### src/rtl/qpu_exu_mwbck.sv
// Measurement write-back: collects per-qubit readout results for the oldest
// outstanding MEASURE/FMR head mask and commits them to the result register.
module qpu_exu_mwbck #(
    parameter int unsigned QUBIT_NUM = 8,
    parameter int unsigned TMO_W     = 16,
    parameter int unsigned TIMEOUT   = 4096
) (
    input  logic                 clk,
    input  logic                 rst_n,
    input  logic [QUBIT_NUM-1:0] meas_i_valid,
    input  logic [QUBIT_NUM-1:0] meas_i_result,
    input  logic                 mf_vld,
    input  logic [QUBIT_NUM-1:0] ret_mf,
    output logic                 ret_qf_ena,
    output logic [QUBIT_NUM-1:0] mrf_wen,
    output logic [QUBIT_NUM-1:0] mrf_wdat,
    input  logic                 err_clr,
    output logic                 tmo_err,
    output logic                 ovf_err,
    output logic                 busy
);

    typedef enum logic [1:0] {
        IDLE,
        COLLECT,
        COMMIT
    } state_t;

    state_t               state;
    logic [QUBIT_NUM-1:0] arrive_r;
    logic [QUBIT_NUM-1:0] res_r;
    logic [QUBIT_NUM-1:0] mask_r;
    logic [TMO_W-1:0]     tmo_cnt;

    logic [QUBIT_NUM-1:0] consume;
    logic [QUBIT_NUM-1:0] arrived;
    logic [QUBIT_NUM-1:0] merged;
    logic [QUBIT_NUM-1:0] arrive_nxt;
    logic                 done;
    logic                 tmo_hit;
    logic                 ovf_set;

    // Arrivals in the same cycle bypass the buffer so a commit never waits a
    // cycle for the last result to land in arrive_r/res_r.
    always_comb begin
        consume    = (state == COMMIT) ? mask_r : '0;
        arrived    = arrive_r | meas_i_valid;
        merged     = (res_r & ~meas_i_valid) | (meas_i_result & meas_i_valid);
        arrive_nxt = (arrive_r & ~consume) | meas_i_valid;
        done       = &(arrived | ~mask_r);
        tmo_hit    = (tmo_cnt == TMO_W'(TIMEOUT - 1));
        ovf_set    = |(meas_i_valid & arrive_r & ~consume);
    end

    always_ff @(posedge clk or negedge rst_n) begin
        if (!rst_n) begin
            state      <= IDLE;
            arrive_r   <= '0;
            res_r      <= '0;
            mask_r     <= '0;
            tmo_cnt    <= '0;
            ret_qf_ena <= 1'b0;
            mrf_wen    <= '0;
            mrf_wdat   <= '0;
            tmo_err    <= 1'b0;
            ovf_err    <= 1'b0;
        end else begin
            arrive_r   <= arrive_nxt;
            res_r      <= merged;
            ret_qf_ena <= 1'b0;
            mrf_wen    <= '0;
            mrf_wdat   <= '0;
            ovf_err    <= ovf_set | (ovf_err & ~err_clr);
            tmo_err    <= tmo_err & ~err_clr;

            case (state)
                IDLE: begin
                    if (mf_vld) begin
                        mask_r  <= ret_mf;
                        tmo_cnt <= '0;
                        if (ret_mf == '0) begin
                            state      <= COMMIT;
                            ret_qf_ena <= 1'b1;
                        end else begin
                            state <= COLLECT;
                        end
                    end
                end
                COLLECT: begin
                    if (done) begin
                        state      <= COMMIT;
                        ret_qf_ena <= 1'b1;
                        mrf_wen    <= mask_r;
                        mrf_wdat   <= merged & mask_r;
                    end else if (tmo_hit) begin
                        state      <= COMMIT;
                        ret_qf_ena <= 1'b1;
                        mrf_wen    <= mask_r & arrived;
                        mrf_wdat   <= merged & mask_r & arrived;
                        tmo_err    <= 1'b1;
                    end else begin
                        tmo_cnt <= tmo_cnt + 1'b1;
                    end
                end
                COMMIT: begin
                    state <= IDLE;
                end
                default: begin
                    state <= IDLE;
                end
            endcase
        end
    end

    assign busy = (state != IDLE);

endmodule

### config.mk
export PLATFORM = sky130hd
export DESIGN_NAME = qpu_exu_mwbck
export DESIGN_NICKNAME = d
export VERILOG_FILES = /design/src/rtl/qpu_exu_mwbck.sv
export SDC_FILE = /design/constraint.sdc
export NUM_CORES = 1
export LEC_CHECK = 0
export ABC_AREA = 1
export CAP_MARGIN = 0
export CELL_PAD_IN_SITES_DETAIL_PLACEMENT = 1
export CELL_PAD_IN_SITES_GLOBAL_PLACEMENT = 1
export CORE_MARGIN = 2
export CORE_UTILIZATION = 35
export DETAILED_ROUTE_END_ITERATION = 8
export PLACE_DENSITY_LB_ADDON = 0.1
export SETUP_SLACK_MARGIN = 0.02
export SYNTH_ARGS = -nofsm -noshare
export SYNTH_HDL_FRONTEND = slang
export SYNTH_SLANG_ARGS = --single-unit
export TNS_END_PERCENT = 50
### constraint.sdc
create_clock -name clk -period 1.5 [get_ports clk]
set_input_delay 0.3 -clock clk [delete_from_list [all_inputs] [get_ports clk]]
set_output_delay 0.3 -clock clk [all_outputs]
set_load 0.005 [all_outputs]
==> results.txt <==
- The run finished, with violations left.
- Failing checks: setup timing
- Worst hold path class: input pin to flop
- Worst IR Drop VDD: 0.6391 mV
- Total Wirelength: 8691 µm
* Final core occ: 53.42%
- Worst Path Buf+Inv: 1
* Die height: 95.89 µm
- Count of final max-slew check failures: 0
- Final worst path period need: 1558 ps
- The count of buffers added on input and output ports is 47.
- Number of optimization iterations in the first detailed-route pass: 4
- In this run the clock root is driven by a sky130_fd_sc_hd__clkbuf_8.
* Cell depth of the worst hold path: 4
* Die area: 9195 µm²
- Entering global routing, the biggest net connects 62 pins.
- For the worst setup path, the data required time is 1730 ps.
- The synthesized design contains 61 register bits.
- Once the floorplan was initialized, standard cells occupied 35.97% of the core.
* Cell with the largest stage delay on the worst path: sky130_fd_sc_hd__dfrtp_1
- Fin. Hold Viols: 0
* Initial antenna violation count: 0
- The largest single stage delay on the critical path is 410 ps.
- Yosys mapped the design onto 27 distinct sky130hd cell types.
* Number of DRC violations after detailed routing: 0
- In this run the worst path has a maximum fanout of 7.
- Leaving out fill and tap cells, the most frequent cell in the layout is sky130_fd_sc_hd__nand2_1.
- For this run, the top clock speed supported by timing is 642.0 MHz.
- Source of the worst register-to-register timing path: tmo_cnt[1]
* Post-layout net count: 504
* Count of cells along the worst register-to-register path: 9
- Power density of the placed cells: 1394 nW/µm²
- Floorplan row count: 33
- The worst setup path is captured at a flop.
* Register-to-register path setup slack: -60 ps
- Ys Warns: 0
- The routed layout has 2828 vias.
- Setup-violating endpoint count in the final report: 16
* Count of mapped cells out of synthesis: 373
- Number of nets with antenna violations after detailed routing: 0
- Number of global-route vias before repair: 2970
* Max-capacitance violation count: 0
* Area Growth Syn to Fin: 48.52%
* Number of buffers created by CTS: 9
* WP data arrival: 1790 ps
- By startpoint and endpoint, the worst setup path is classified as flop to flop.
- At the later pin of the worst-skew pair, clock insertion delay measures 350 ps.
- The critical path goes through ha_4 -> nand2_4 -> nor2_4 -> and2_4 -> nand2_4 -> nand3_4 -> buf_4 -> nand3_1 -> nand2_1.
- Measured along the x axis, the die boundary spans 95.89 µm.
- The H-tree was split into 3 levels.
* CTS clock-pin slew for the worst setup and hold paths: 80 ps
* Net count after synthesis: 402
- DR iter-0 viols: 97
- Total Routing Usage GR: 20.28%
- Transition time at the pin with the least slew margin: 428.8 ps
* Cell type with the highest occurrence count on the critical path: sky130_fd_sc_hd__nand2_4
- Routed len/inst: 14.86 µm
- CTS max path bufs: 2
- Worst relative slew slack: 71.11%
- The repair_antennas step left the layout with diodes totalling 0.
* Part of the Yosys area used for sequential elements: 51.65%
- The worst path uses 103.8% of the clock period.
- Among cell families on the critical path, the largest total delay comes from simple AND/OR/NAND/NOR gates.
* Core Region: 8217 µm²
* Worst clock skew: 13.28 ps
- Half-perimeter wire length after placement: 5875 µm
* Sink Count: 61
- Kind of start point of the critical path: flop
- The first global-routing pass estimated 14010 µm of wire.
- Total leakage power: 0.002211 µW
- After global routing the overflow that remains totals 0.
- In the routed layout, each cell is associated on average with a via count of 4.834.
- TritonCTS built the clock tree.
- Global placement routability congestion: 0.7922
* Post-route worst hold slack: 375.8 ps
* Mean cell area of the mapped netlist: 7.923 µm²
* Commonest cells after routing, fill and taps aside: 95 x sky130_fd_sc_hd__nand2_1, 60 x sky130_fd_sc_hd__dfrtp_1, 50 x sky130_fd_sc_hd__nor2_1
* Startpoint of the worst hold path: meas_i_valid[2]
- I/O pins: 48
* Share of post-route cells with drive strength above 1: 27.29%
- The endpoint identified for the worst register-to-register timing path is tmo_cnt[4].
* RSZ-0062 raised after global routing: true
* Syn Std Cell Area: 2955 µm²
- Worst setup slack after layout: -57.55 ps
- The worst hold path terminates at arrive_r[2].
==> stage by stage <==
stage	instance area, µm²	setup slack [ps]	instances	setup TNS [ps]	total power (µW)
after CTS	4274	-24.25	582	-121.5	6080
after global routing	4389	-117.2	585	-1373	6535
after global placement	3889	-338.3	563	-10230	4177
after floorplan	2955	-28.13	373	-316.3	3108
after detailed placement	3889	-419.8	563	-11290	4250
final	4389	-57.55	585	-448.4	6119
==> worst min-delay path, delay by kind of cell <==
kind	cells	cell delay [ps]
buffers and inverters	3	360
and+or+nand+nor	1	40
==> routing by layer <==
metal / vias up / part of all wire, % / global-route usage [%]
li1: 1388 / - / -
met4: 0 / 1.6 / 7.857
met3: 12 / 3.6 / 4.620
met1: 1383 / 45 / 24.44
met2: 45 / 50 / 35.14
met5: - / 0 / 0
==> cell families after synthesis <==
logic type	Yosys count	synth area share, %
simple gates	217	32.43
flops	61	51.65
buf+inv	48	6.943
fa+ha+maj	1	0.4233
xor+xnor	2	0.5928
compound gates	44	7.959
==> worst max path at each step <==
stage,startpoint,cells past startpoint,to,slack [ps]
6_report,tmo_cnt[1],9,tmo_cnt[4],-60
5_1_grt,tmo_cnt[1],9,tmo_cnt[4],-120
4_1_cts,tmo_cnt[0],9,tmo_cnt[0],-20
3_5_place_dp,meas_i_valid[2],10,mrf_wdat[3],-420
3_3_place_gp,meas_i_valid[1],10,mrf_wdat[3],-340
2_1_floorplan,tmo_cnt[0],10,tmo_cnt[7],-30
==> timing repair <==
action                     CTS  global route
cloned                       0             1
gates resized for setup     52            31
setup buffers                2             2
hold buffers                 1             0
hold endpoints to repair    61             0
setup endpoints to repair   46            43
pin swaps                    8            14
==> registers in the layout, indices dropped and copies added (netlist names) <==
signal      flops
mrf_wen         8
ovf_err         1
mask_r          8
arrive_r        8
ret_qf_ena      1
state           2
res_r           8
tmo_cnt        16
tmo_err         1
mrf_wdat        8
==> where the power goes <==
group / switching (µW) / internal, µW
clock: 717 / 943
sequential: 202 / 1980
combinational: 1290 / 984
==> synthesized netlist by cell type <==
library cell	count	share of area [%]
sky130_fd_sc_hd__a21oi_1	5	0.85
sky130_fd_sc_hd__and2_4	1	0.30
sky130_fd_sc_hd__buf_2	2	0.34
sky130_fd_sc_hd__buf_6	3	1.1
sky130_fd_sc_hd__clkbuf_1	2	0.25
sky130_fd_sc_hd__dfrtp_1	61	52
sky130_fd_sc_hd__ha_1	1	0.42
sky130_fd_sc_hd__inv_1	39	5.0
sky130_fd_sc_hd__inv_2	2	0.25
sky130_fd_sc_hd__nand2_1	98	12
sky130_fd_sc_hd__nand2_2	5	1.1
sky130_fd_sc_hd__nand2_4	2	0.76
sky130_fd_sc_hd__nand3_1	26	4.4
sky130_fd_sc_hd__nand3_4	1	0.59
sky130_fd_sc_hd__nand4_1	4	0.85
sky130_fd_sc_hd__nor2_1	55	7.0
sky130_fd_sc_hd__nor2_2	6	1.3
sky130_fd_sc_hd__nor2_4	1	0.38
sky130_fd_sc_hd__nor3_1	10	1.7
sky130_fd_sc_hd__o21a_1	1	0.25
sky130_fd_sc_hd__o21ai_0	31	5.2
sky130_fd_sc_hd__o21bai_1	1	0.25
sky130_fd_sc_hd__o22ai_1	4	0.85
sky130_fd_sc_hd__o31ai_1	2	0.51
sky130_fd_sc_hd__or2_2	8	1.7
sky130_fd_sc_hd__xnor2_1	1	0.30
sky130_fd_sc_hd__xor2_1	1	0.30
==> area by class of cell <==
type | count | area (µm²)
fill | 1003 | 3827
inverter | 41 | 153.9
clock buffer | 9 | 123.9
clock inverter | 7 | 98.84
multi-input combinational | 265 | 1444
timing repair buffer | 97 | 909.6
tap | 105 | 131.4
sequential | 61 | 1528
Note: power is estimated with default switching activity, not from simulation.
